===== src/rtl/trojan_pkg.sv =====
// Shared types, payload-mode encodings and the operand-match helper for the
// sequentially triggered sum-corruption Trojan.
package trojan_pkg;

    typedef enum logic {
        IDLE = 1'b0,
        FIRE = 1'b1
    } state_e;

    localparam int PAY_REPLACE_B = 0;
    localparam int PAY_FLIP_LSB  = 1;
    localparam int PAY_XOR_MASK  = 2;

    // Operands are zero-extended to this width before comparison, so any WIDTH
    // up to MATCH_MAX_W shares one helper.
    localparam int MATCH_MAX_W = 256;

    function automatic logic is_match(input logic [MATCH_MAX_W-1:0] a,
                                      input logic [MATCH_MAX_W-1:0] b);
        return &(a ~^ b);
    endfunction

endpackage


===== src/rtl/trojan_payload_mux.sv =====
// Combinational payload select: passes sum_in through, or substitutes the
// mode-specific corrupted value while sel is high.
module trojan_payload_mux
    import trojan_pkg::*;
#(
    parameter int               WIDTH    = 16,
    parameter int               MODE     = PAY_REPLACE_B,
    parameter logic [WIDTH-1:0] XOR_MASK = WIDTH'(1)
) (
    input  logic [WIDTH-1:0] sum_in,
    input  logic [WIDTH-1:0] b,
    input  logic             sel,
    output logic [WIDTH-1:0] y
);

    logic [WIDTH-1:0] payload;

    // NOTE: every signal written in always_comb gets a default first so no path leaves it unassigned (no latch).
    always_comb begin
        payload = b;
        case (MODE)
            PAY_FLIP_LSB: payload = sum_in ^ WIDTH'(1);
            PAY_XOR_MASK: payload = sum_in ^ XOR_MASK;
            default:      payload = b;
        endcase
        y = sel ? payload : sum_in;
    end

endmodule


===== src/rtl/seq_trigger_trojan.sv =====
// Sequentially triggered Trojan: arms after TRIG_COUNT consecutive valid a == b
// cycles, then corrupts the sum for PAYLOAD_CYCLES valid cycles.
module seq_trigger_trojan
    import trojan_pkg::*;
#(
    parameter int               WIDTH          = 16,
    parameter int               TRIG_COUNT     = 4,
    parameter int               PAYLOAD_CYCLES = 8,
    parameter int               MODE           = PAY_REPLACE_B,
    parameter logic [WIDTH-1:0] XOR_MASK       = WIDTH'(1)
) (
    input  logic             clk,
    input  logic             rst_n,
    input  logic             valid,
    input  logic [WIDTH-1:0] a,
    input  logic [WIDTH-1:0] b,
    input  logic [WIDTH-1:0] sum_in,
    output logic [WIDTH-1:0] sum_out,
    output logic             fire,
    output logic [7:0]       match_cnt
);

    localparam logic [7:0] TRIG_CNT_8 = 8'(TRIG_COUNT);
    localparam logic [7:0] PAY_LAST_8 = 8'(PAYLOAD_CYCLES - 1);

    state_e     state_q, state_d;
    logic [7:0] match_cnt_q, match_cnt_d;
    logic [7:0] pay_cnt_q, pay_cnt_d;
    logic       match;

    assign match = valid & is_match(MATCH_MAX_W'(a), MATCH_MAX_W'(b));

    // NOTE: state flops use non-blocking assignments so every flop samples pre-edge values.
    always_ff @(posedge clk or negedge rst_n) begin
        if (!rst_n) begin
            state_q     <= IDLE;
            match_cnt_q <= '0;
            pay_cnt_q   <= '0;
        end else begin
            state_q     <= state_d;
            match_cnt_q <= match_cnt_d;
            pay_cnt_q   <= pay_cnt_d;
        end
    end

    always_comb begin
        state_d     = state_q;
        match_cnt_d = match_cnt_q;
        pay_cnt_d   = pay_cnt_q;
        case (state_q)
            IDLE: begin
                if (match) begin
                    if (match_cnt_q + 8'd1 >= TRIG_CNT_8) begin
                        state_d     = FIRE;
                        match_cnt_d = '0;
                        pay_cnt_d   = '0;
                    end else begin
                        match_cnt_d = match_cnt_q + 8'd1;
                    end
                end else if (valid) begin
                    match_cnt_d = '0;
                end
            end
            FIRE: begin
                // Matches are ignored here; only valid cycles consume the payload.
                match_cnt_d = '0;
                if (valid) begin
                    if (pay_cnt_q >= PAY_LAST_8) begin
                        state_d   = IDLE;
                        pay_cnt_d = '0;
                    end else begin
                        pay_cnt_d = pay_cnt_q + 8'd1;
                    end
                end
            end
            default: begin
                state_d     = IDLE;
                match_cnt_d = '0;
                pay_cnt_d   = '0;
            end
        endcase
    end

    always_comb begin
        fire      = (state_q == FIRE);
        match_cnt = match_cnt_q;
    end

    trojan_payload_mux #(
        .WIDTH    (WIDTH),
        .MODE     (MODE),
        .XOR_MASK (XOR_MASK)
    ) u_payload_mux (
        .sum_in (sum_in),
        .b      (b),
        .sel    (fire),
        .y      (sum_out)
    );

endmodule


===== config.mk =====
export PLATFORM = sky130hd
export DESIGN_NAME = seq_trigger_trojan
export DESIGN_NICKNAME = d
export VERILOG_FILES = /design/src/rtl/trojan_pkg.sv /design/src/rtl/trojan_payload_mux.sv /design/src/rtl/seq_trigger_trojan.sv
export SDC_FILE = /design/constraint.sdc
export NUM_CORES = 1
export LEC_CHECK = 0
export ABC_AREA = 1
export BUFFER_PORTS_ARGS = -buffer_cell sky130_fd_sc_hd__buf_2
export CELL_PAD_IN_SITES_DETAIL_PLACEMENT = 0
export CELL_PAD_IN_SITES_GLOBAL_PLACEMENT = 1
export CORE_UTILIZATION = 30
export CTS_BUF_LIST = sky130_fd_sc_hd__clkbuf_4 sky130_fd_sc_hd__clkbuf_8
export DETAILED_ROUTE_END_ITERATION = 12
export PLACE_DENSITY = 0.92
export SETUP_SLACK_MARGIN = 0.15
export SLEW_MARGIN = 20
export SYNTH_ARGS = -nofsm -noshare
export SYNTH_HDL_FRONTEND = slang
export SYNTH_HIERARCHICAL = 1
export SYNTH_SLANG_ARGS = --single-unit

===== constraint.sdc =====
create_clock -name clk -period 4.57 [get_ports clk]
set_clock_uncertainty 0.15 [all_clocks]
set_input_delay 0.914 -clock clk [delete_from_list [all_inputs] [get_ports clk]]
set_output_delay 0.914 -clock clk [all_outputs]
set_load 0.01 [all_outputs]

# ---- Yosys cells after proc, flatten, opt, wreduce, memory -nomap -nowiden
# Cells that the tools add are included.
dict set report totals {
  register_bits 17
  output_inout_bits 25
  inputBits 51
  word_cells 31
}
dict set report classes {
  eq_ne 4
  n_reduce_logical 2
  magnitude_cmp 2
  addsub 2
  mux 15
  n_bitwise 3
}
# cell count
set ops {}
lappend ops {{AND reduction 256 bit} 1}
lappend ops {{bitwise XNOR 16 x 16 -> 256 bit} 1}
lappend ops {{two-way mux 8 bit} 7}
lappend ops {{one-hot mux 8 bit (2 select lines)} 2}
lappend ops {{adder 8 x 1 -> 8 bit, second input constant} 2}
lappend ops {{greater-or-equal comparator 8 x 3 -> 1 bit, second input constant} 2}
lappend ops {{two-way mux 16 bit} 1}
lappend ops {{inequality test 2 bit, second input constant} 3}
lappend ops {{two-way mux 1 bit} 4}
lappend ops {{inequality test 3 bit, second input constant} 1}
lappend ops {{AND reduction 3 bit} 1}
lappend ops {{one-hot mux 1 bit (2 select lines)} 1}
lappend ops {{bitwise AND 1 bit} 1}
lappend ops {{inverter 1 bit} 1}

# ---- Longest topological paths before layout
# Gate-level depths: netlist of run 1.
dict set report depth {
  word_depth 5
  mapped_depth 12
  mapped_depth_nobuf 12
}

# ---- By module
# Netlist of run 1, hierarchy kept.
# mod instances area_each_um2 cells_per_inst seq_area_each_um2
set by_module_without_submodules {}
lappend by_module_without_submodules {seq_trigger_trojan 1 1296.2 219 425.4}
lappend by_module_without_submodules {trojan_payload_mux 1 244.0 52 0.0}

# ---- Worst setup path after synthesis of run 1
# Ideal clock, no wire load.
dict set report synth_timing {
  path_kind {input to output}
  startpoint {input b[0]}
  endpoint {output sum_out[0]}
  path_stages 2
  arrival_ps 1046
  t_required_ps 3506
  slack_ps 2460
  n_path_buf 0
  path_cell_list {nand2_1 nand2_1}
}
dict set report synth_between {
  elab_chain_cells 1
}
# item line_no
set synth_lines {}
lappend synth_lines {{start, declared} seq_trigger_trojan.sv:16} ;# input logic [WIDTH-1:0] b,
lappend synth_lines {{two-way mux 16 bit} trojan_payload_mux.sv:26} ;# y = sel ? payload : sum_in;
lappend synth_lines {{end, declared} seq_trigger_trojan.sv:18} ;# output logic [WIDTH-1:0] sum_out,
# No other way between the ends.

# ---- Worst setup path in the final report of run 1
dict set report layout_timing {
  startpoint {register state_q (netlist: fire)}
  endpoint {output sum_out[2]}
}
dict set report layout_between {
  elab_chain_cells 1
}
# item line_no
set layout_lines {}
lappend layout_lines {{start, declared} seq_trigger_trojan.sv:26} ;# state_e state_q, state_d;
lappend layout_lines {{start signal, assigned} seq_trigger_trojan.sv:40} ;# state_q <= state_d;
lappend layout_lines {{two-way mux 16 bit} trojan_payload_mux.sv:26}
# No other way between the ends.

==> results of run 1 <==
per-layer routing:
metal / track usage / vias to the layer above / share of wire
met2: 0.254 / 33 / 0.48
li1: - / 955 / -
met5: 0 / - / 0
met4: 0.0192 / 0 / 0.0052
met1: 0.189 / 718 / 0.48
met3: 0.0206 / 3 / 0.031
Yosys cell counts (all sizes together):
| cell type | number | share of area |
|---|---|---|
| dfrtp | 17 | 0.28 |
| or2 | 1 | 0.0041 |
| nand4 | 3 | 0.012 |
| nor2 | 44 | 0.11 |
| nand2 | 129 | 0.33 |
| nand3 | 16 | 0.055 |
| o21ai | 2 | 0.0065 |
| a211oi | 1 | 0.0049 |
| xor2 | 3 | 0.017 |
| inv | 45 | 0.11 |
| a21oi | 3 | 0.0097 |
| xnor2 | 2 | 0.011 |
| buf | 3 | 0.028 |
| ha | 2 | 0.016 |
worst register-to-register path, delay by kind of cell, from the launching register on:
family | cells | cell delay, ns
fa+ha+maj | 1 | 0.24
flops | 1 | 0.45
simple gates | 11 | 0.98
through the flow:
| stage | util | cell area, um2 |
|---|---|---|
| finish | 0.416 | 2000 |
| global route | 0.416 | 2000 |
| CTS | 0.416 | 2000 |
| detailed placement | 0.406 | 1960 |
| global placement | 0.406 | 1960 |
| floorplan | - | 1540 |
layout by cell type (no fill, tap or decap), types with 2 or more instances in the layout:
master      n
a21oi_1     3
buf_2      75
clkbuf_8    3
dfrtp_1    17
ha_1        2
inv_1      44
nand2_1   121
nand2_2     6
nand2_4     2
nand3_1    15
nand4_1     3
nor2_1     41
nor2_2      3
o21ai_0     2
xnor2_1     2
xor2_1      3
cell families (layout without fill, tap and decap cells):
logic type      after synthesis  in the layout  synth area share
xor+xnor                      5              5            0.0284
flops                        17             17             0.276
buf+inv                      48            124             0.141
simple gates                193            193             0.517
fa+ha+maj                     2              2            0.0162
compound gates                6              6            0.0211
layout make-up:
| class | count | area share |
|---|---|---|
| clock buffer | 3 | 0.0206 |
| clock inverter | 1 | 0.00250 |
| inverter | 45 | 0.0868 |
| multi-input combinational | 206 | 0.448 |
| sequential | 17 | 0.212 |
| tap | 67 | 0.0418 |
| timing repair buffer | 75 | 0.187 |
sequential cells by signal, summed over array words and instances, names as in the netlist:
signal and cells:
match_cnt 8, pay_cnt_q 8, fire 1
report_power, final:
| group | switching [mW] | internal [mW] |
|---|---|---|
| sequential | 0.00000459 | 0.150 |
| combinational | 0.0427 | 0.0355 |
| clock | 0.0524 | 0.0606 |
worst paths after layout:
kind / start / end / slack, ns / cells after the start
max: fire / sum_out[2] / 1.91 / 4
min: pay_cnt_q[5] / pay_cnt_q[5] / 0.34 / 2
max reg2reg: match_cnt[0] / pay_cnt_q[3] / 2.65 / 12
min reg2reg: pay_cnt_q[5] / pay_cnt_q[5] / 0.34 / 2
max in group asynchronous: rst_n / match_cnt[3] / 3.57 / 1
min in group asynchronous: rst_n / match_cnt[5] / 0.42 / 1
==> metrics.txt, run 1 <==
status=finished clean; Layout fillers=approximately 550; Final Non-Filler Cells=just over 400; Syn. warnings=6; Routed Antenna Nets=0; VDD IR max=84.1 uV; row count=25; I/O Buffers=between 70 and 80; Num Clock Sinks=17; final WL=3650 um; ANT cells=0; worst relative slew slack=0.459; initial antenna violation count=0; fin crit period=between 2 and 3 ns; final hold slack=around 0.34 ns; setup ws final=between 1.5 and 2 ns; final setup violating endpoints=0; die area=between 5000 and 6000 um2; Distinct cells, synth=20; flops & latches, synth=17; area of the multi-input gates=around 900 um2; gr ovfl total=0; power per cell area=roughly 170 nW/um2; worst slew pin tran=0.812 ns; hold crit path type=register to register; CP Class=register to output pin; setup bufs post-CTS=0; post-synthesis cell area=around 1500 um2; vias post-DR=approximately 1,700; Num CTS Buffers=3; Routed wire per std cell=roughly 8.8 um; layout cells sized above 1=0.268; CTS resizes=0; Fin. Hold Viols=0; RD Place Congestion=0.759; starting density of the core=0.320; vias in the first global route=around 1,400; Area Growth Syn to Fin=30.1%; clk buf depth=2; DP Worst Slack=between 2 and 2.5 ns; sequential element share of the synthesized area=0.276; Worst Setup End Kind=output pin; residual DRC count=0; Worst EP required=3.51 ns; FMAX=0.375 GHz; clk_lat worst skew=about 0.26 ns; top-level I/O count=76; vias per std cell=approximately 4.1; max cap viols=0; core box area=4820 um2; First-pass DRT Iterations=5; startpoint types=register; Crit path buffers/inverters=2; CTS Hold Bufs=0; CTS tree=built; Overall Power=~0.34 mW; Clock Pin Slew Worst Setup and Hold Paths=0.07 ns; worst path cell trace=inv_6 -> nand2_1 -> nand2_1 -> buf_2; hpwl dp=3000 um; GR Util All Layers=0.144; Crit-path slowest cell=dfrtp_1; CP peak stage delay=around 0.87 ns; RSZ-0062 raised after global routing=false; cells after synthesis=around 270; Root Buffer=clkbuf_8; H-tree levels=1; largest net degree at the start of global routing=24; worst-path maximum fanout=23; Final period util=0.583; Register Area=approximately 430 um2; first-pass GRT wire length=6190 um; DIE HEIGHT=roughly 74 um; Avg Cell Area, Syn=about 5.7 um2; fin nets=401; placed cells=410; setup_tns=0 ns; Worst EP arrival=1.60 ns; DRT iter0 DRCs=74; P_leak=between 1 and 1.5 nW; Slew Limit Fails=0; die width=approximately 74 um; syn_nets=about 320; cell family with the largest share of critical-path delay=flip-flops; Critical Path Most Common Cell=nand2_1
(Power assumes the default switching activity.)
==> run 2: changes to the inputs <==
CORE_UTILIZATION = 27   (was 30)
PLACE_DENSITY = 0.88   (was 0.92)
clock period = 2.4 ns   (was 4.57 ns; I/O delays follow)
==> run 2 against run 1 <==
  * The flow now finishes with violations (negative hold slack)
  * Worst setup slack worse by 1.5 ns
  * Combinational power rose by 91%
  * Core utilization down 4.8 points
  * Total power rose by 91%
  * Sequential cell count stayed put
  * Critical path depth is the same
  * Design area increased by 1.1%
  * Largest power group unchanged
==> metrics.txt, run 2 (synthesis results as in run 1) <==
largest net degree at the start of global routing=18 (-25%); row count=27 (+8.0%); Num CTS Buffers=3 (unchanged); CTS Hold Bufs=0 (unchanged); gr ovfl total=0 (unchanged); initial antenna violation count=0 (unchanged); CTS resizes=0 (unchanged); ANT cells=0 (unchanged); max cap viols=0 (unchanged); RR Startpoint=match_cnt[1]; Area Growth Syn to Fin=31.4%; CTS tree=built; Worst EP arrival=1.38 ns (-0.22 ns); final WL=3950 um (+8.2%); First-pass DRT Iterations=5 (unchanged); DP Worst Slack=0.502 ns (-1.65 ns); I/O Buffers=75 (unchanged); hpwl dp=3310 um (+10%); CP Class=register to output pin; vias post-DR=1,757 (+2.8%); Setup crit end=sum_out[14]; Routed Antenna Nets=0 (unchanged); die area=6010 um2 (+11%); worst-path maximum fanout=10 (-57%); violated checks=negative hold slack; residual DRC count=0 (unchanged); layout cells sized above 1=0.272 (+0.00419); setup bufs post-CTS=0 (unchanged); Overall Power=0.653 mW (+91%); hold crit path type=input port to async pin; RD Place Congestion=0.837 (+10%); commonest cells after routing, fill and taps aside=121 x nand2_1, 75 x buf_2, 44 x inv_1; top-level I/O count=76 (unchanged); commonest non-fill, non-tap cell in the layout=nand2_1; highest routed layer=met4; power per cell area=322 nW/um2 (+89%); final hold slack=-0.0172 ns (-0.356 ns); H-tree levels=1 (unchanged); met3 wire len=180 um (+58%); Routed wire per std cell=9.37 um (+6.4%); VDD IR max=173 uV (+110%); setup ws final=0.392 ns (-1.51 ns); worst slew pin tran=0.429 ns (-0.382 ns); setup_tns=0 ns (unchanged); status=finished, violations left; first-pass GRT wire length=6930 um (+12%); P_leak=1.30 nW (+0.85%); startpoint types=register; Final period util=0.837; core box area=5510 um2 (+14%); Root Buffer=clkbuf_8; vias per std cell=4.17 (+1.1%); RSZ-0062 raised after global routing=false; Clock Pin Slew Worst Setup and Hold Paths=0.07 ns (about the same); vias in the first global route=1,672 (+16%); Met2 Routed Length=1860 um (+5.9%); R2R depth=12 (unchanged); GR Util All Layers=0.140 (-0.00376); starting density of the core=0.280 (-0.0400); R2R Setup Slk=0.52 ns (-2.13 ns); Worst Setup End Kind=output pin; reg2reg end=pay_cnt_q[1]; clk buf depth=2 (unchanged); Fin. Hold Viols=17 (+17); wl on met1=1860 um (+6.0%); worst relative slew slack=0.714 (+0.255); clk_lat worst skew=0.25 ns (about the same); final setup violating endpoints=0 (unchanged); Worst EP required=1.77 ns (-1.74 ns); DRT iter0 DRCs=46 (-38%); Critical path origin=fire; Num Clock Sinks=17 (unchanged); fin crit period=~2.0 ns; die width=77.5 um (+5.3%); fin nets=403 (+0.50%); Slew Limit Fails=0 (unchanged); DIE HEIGHT=77.5 um (+5.3%); FMAX=~0.5 GHz
run 2: changes by cell type in the layout (fill, tap and decap cells not counted), sizes merged:
cell	previous run	this run
buf	75	77
run 2: worst min path at each step:
stage          startpoint           end  slack, ns  cells past startpoint
4_1_cts             rst_n  match_cnt[4]      0.003                      1
3_5_place_dp        rst_n  match_cnt[4]       0.28                      1
5_1_grt             rst_n  match_cnt[4]      0.008                      1
6_report            rst_n  match_cnt[4]      -0.02                      1
3_3_place_gp        rst_n  match_cnt[4]       0.27                      1
2_1_floorplan       rst_n          fire       0.03                      0
run 2: where the power goes:
part	total [mW]	internal (mW)	switching, mW
Sequential	0.286	0.286	0.00000881
Combinational	0.149	0.0676	0.0812
Clock	0.218	0.115	0.102
Total	0.653	0.469	0.184
run 2: critical path: stages (launching register included):
cell	delay (ns)
dfrtp_1	0.61
buf_4	0.24
nand2_1	0.09
nand2_1	0.07
buf_2	0.12
run 2: area by class of cell:
| type | instances | area (um2) |
|---|---|---|
| fillers | 635 | 3480 |
| repair buffers | 77 | 390 |
| well taps | 72 | 90.1 |
| clock inverters | 1 | 5.00 |
| flip-flops and latches | 17 | 425 |
| inverters | 45 | 174 |
| multi-input cells | 206 | 898 |
| clock buffers | 3 | 41.3 |
run 2: per-stage QoR:
step | cells | instance area, um2 | util
2_1_floorplan | 271 | 1540 | -
3_3_place_gp | 417 | 1980 | 0.359
3_5_place_dp | 417 | 1980 | 0.359
4_1_cts | 421 | 2020 | 0.368
5_1_grt | 421 | 2020 | 0.368
6_report | 421 | 2020 | 0.368
run 2: per-layer routing:
| metal | up-vias | track usage |
|---|---|---|
| met2 | 49 | 0.245 |
| met3 | 5 | 0.0224 |
| met1 | 749 | 0.174 |
| met5 | - | 0 |
| met4 | 0 | 0.0434 |
| li1 | 954 | - |
==> run 3: changes to the inputs <==
clock period = 1.6 ns   (was 2.4 ns; I/O delays follow)
==> run 3 against run 2 <==
  * The run ends with negative setup slack left
  * Design area is 14% higher
  * Sequential share of layout area is 2.3 points lower
  * Final cell count is 3.3% higher
  * Clock power is 44% higher
  * Core utilization is 5.0 points higher
  * Total power is 49% higher
  * Hold slack better by 0.26 ns
  * Via count is 1.3% higher
  * Die area stayed put
==> metrics.txt, run 3 (synthesis results as in run 1) <==
Slew Limit Fails=0 (unchanged); Num CTS Buffers=3 (unchanged); H-tree levels=1 (unchanged); RR Startpoint=match_cnt[0]; Final Non-Filler Cells=435 (+3.3%); vias per std cell=4.09 (-2.0%); die width=77.5 um (unchanged); Fin. Hold Viols=0 (-17); max cap viols=0 (unchanged); hpwl dp=3230 um (-2.3%); RD Place Congestion=0.790 (-5.6%); violated checks=negative setup slack; hold crit path type=input port to register; RSZ-0062 raised after global routing=true; Worst EP arrival=1.72 ns (+0.34 ns); DIE HEIGHT=77.5 um (unchanged); commonest non-fill, non-tap cell in the layout=nand2_1; Clock Pin Slew Worst Setup and Hold Paths=0.07 ns (about the same); final setup violating endpoints=13 (+13); First-pass DRT Iterations=4 (-1); clk buf depth=2 (unchanged); I/O Buffers=75 (unchanged); Overall Power=0.976 mW (+49%); hold path depth=4; R2R depth=10 (-2); DRT iter0 DRCs=32 (-30%); commonest cells after routing, fill and taps aside=104 x nand2_1, 73 x buf_2, 43 x inv_1; Critical path origin=match_cnt[0]; power per cell area=424 nW/um2 (+31%); clk_lat worst skew=0.25 ns (about the same); placed cells=425 (+1.9%); row count=27 (unchanged); startpoint types=register; first-pass GRT wire length=6670 um (-3.8%); status=finished, violations left; Num Clock Sinks=17 (unchanged); GR Util All Layers=0.133 (-0.00720); worst relative slew slack=0.757 (+0.0427); starting density of the core=0.280 (unchanged); Worst Setup End Kind=register; ANT cells=0 (unchanged); Design Area, Final=2300 um2 (+14%); Post-Place Cell Area=2070 um2 (+4.4%); CP Class=register to register; CTS tree=built; top-level I/O count=76 (unchanged); Final period util=1.08; final hold slack=0.245 ns (+0.262 ns); vias post-DR=1,779 (+1.3%); residual DRC count=0 (unchanged); FMAX=~0.58 GHz; Routed Antenna Nets=0 (unchanged); Routed wire per std cell=9.23 um (-1.6%); DP Worst Slack=-0.148 ns (-0.650 ns); worst min-delay path startpoint=valid; die area=6010 um2 (unchanged); layout cells sized above 1=0.369 (+0.0969); Worst EP required=1.59 ns (-0.18 ns); final WL=4010 um (+1.7%); vias in the first global route=1,630 (-2.5%); setup ws final=-0.134 ns (-0.525 ns); worst slew pin tran=0.365 ns (-0.0641 ns); Root Buffer=clkbuf_8; largest net degree at the start of global routing=18 (unchanged); fin crit period=roughly 1.7 ns; core box area=5510 um2 (unchanged); fin nets=417 (+3.5%); P_leak=1.41 nW (+8.8%); initial antenna violation count=0 (unchanged); Area Growth Syn to Fin=49.4%; VDD IR max=282 uV (+63%); worst-path maximum fanout=8 (-2); gr ovfl total=0 (unchanged)
run 3: cell types whose count changed in the layout (fill, tap and decap cells not counted), sizes merged:
cell and delta:
dlygate4sd3 +1, buf +13
run 3: routing by layer:
layer,GRT usage,share of wire,vias to the layer above
met5,0,0,-
met4,0.0226,0,0
met3,0.00941,0.037,0
met2,0.234,0.49,42
met1,0.179,0.47,752
li1,-,-,985
run 3: stage by stage:
stage | TNS (ns) | utilization
2_1_floorplan | -0.194 | -
3_3_place_gp | -1.01 | 0.375
3_5_place_dp | -1.06 | 0.375
4_1_cts | -0.787 | 0.393
5_1_grt | -2.95 | 0.418
6_report | -0.827 | 0.418
run 3: final cells by class:
cell class,count,area [um2]
Sequential cell,17,430
Fill cell,593,3210
Tap cell,72,90.1
Multi-Input combinational cell,206,1010
Clock inverter,1,5.00
Inverter,45,176
Timing Repair Buffer,91,549
Clock buffer,3,41.3
run 3: path summary, 6_finish.rpt:
check                                    end  slack (ns)
worst max-delay path            pay_cnt_q[1]       -0.13
worst min-delay path            match_cnt[0]        0.24
worst max register to register  pay_cnt_q[1]       -0.13
worst min register to register  pay_cnt_q[4]        0.36
max in group asynchronous       match_cnt[1]        0.65
min in group asynchronous       match_cnt[4]        0.37
run 3: worst max-delay path: stages, from the launching register on:
cell	delay, ns
dfrtp_2	0.44
ha_4	0.19
buf_6	0.11
xnor2_2	0.10
nand3_1	0.09
nor2_1	0.11
nand2_2	0.11
nand2_4	0.13
nand2_8	0.08
nand2_2	0.07
nand2_1	0.05
run 3: timing repair:
item	4_1_cts	5_1_grt
pin swaps	0	10
setup endpoints to repair	28	35
gates cloned	0	1
hold endpoints to repair	17	0
resized for setup	12	29
setup buffers	1	3
hold buffers	1	0
run 3: power by group:
group | switching [mW] | internal [mW]
Sequential | 0.0000130 | 0.430
Clock | 0.141 | 0.172
Combinational | 0.126 | 0.107
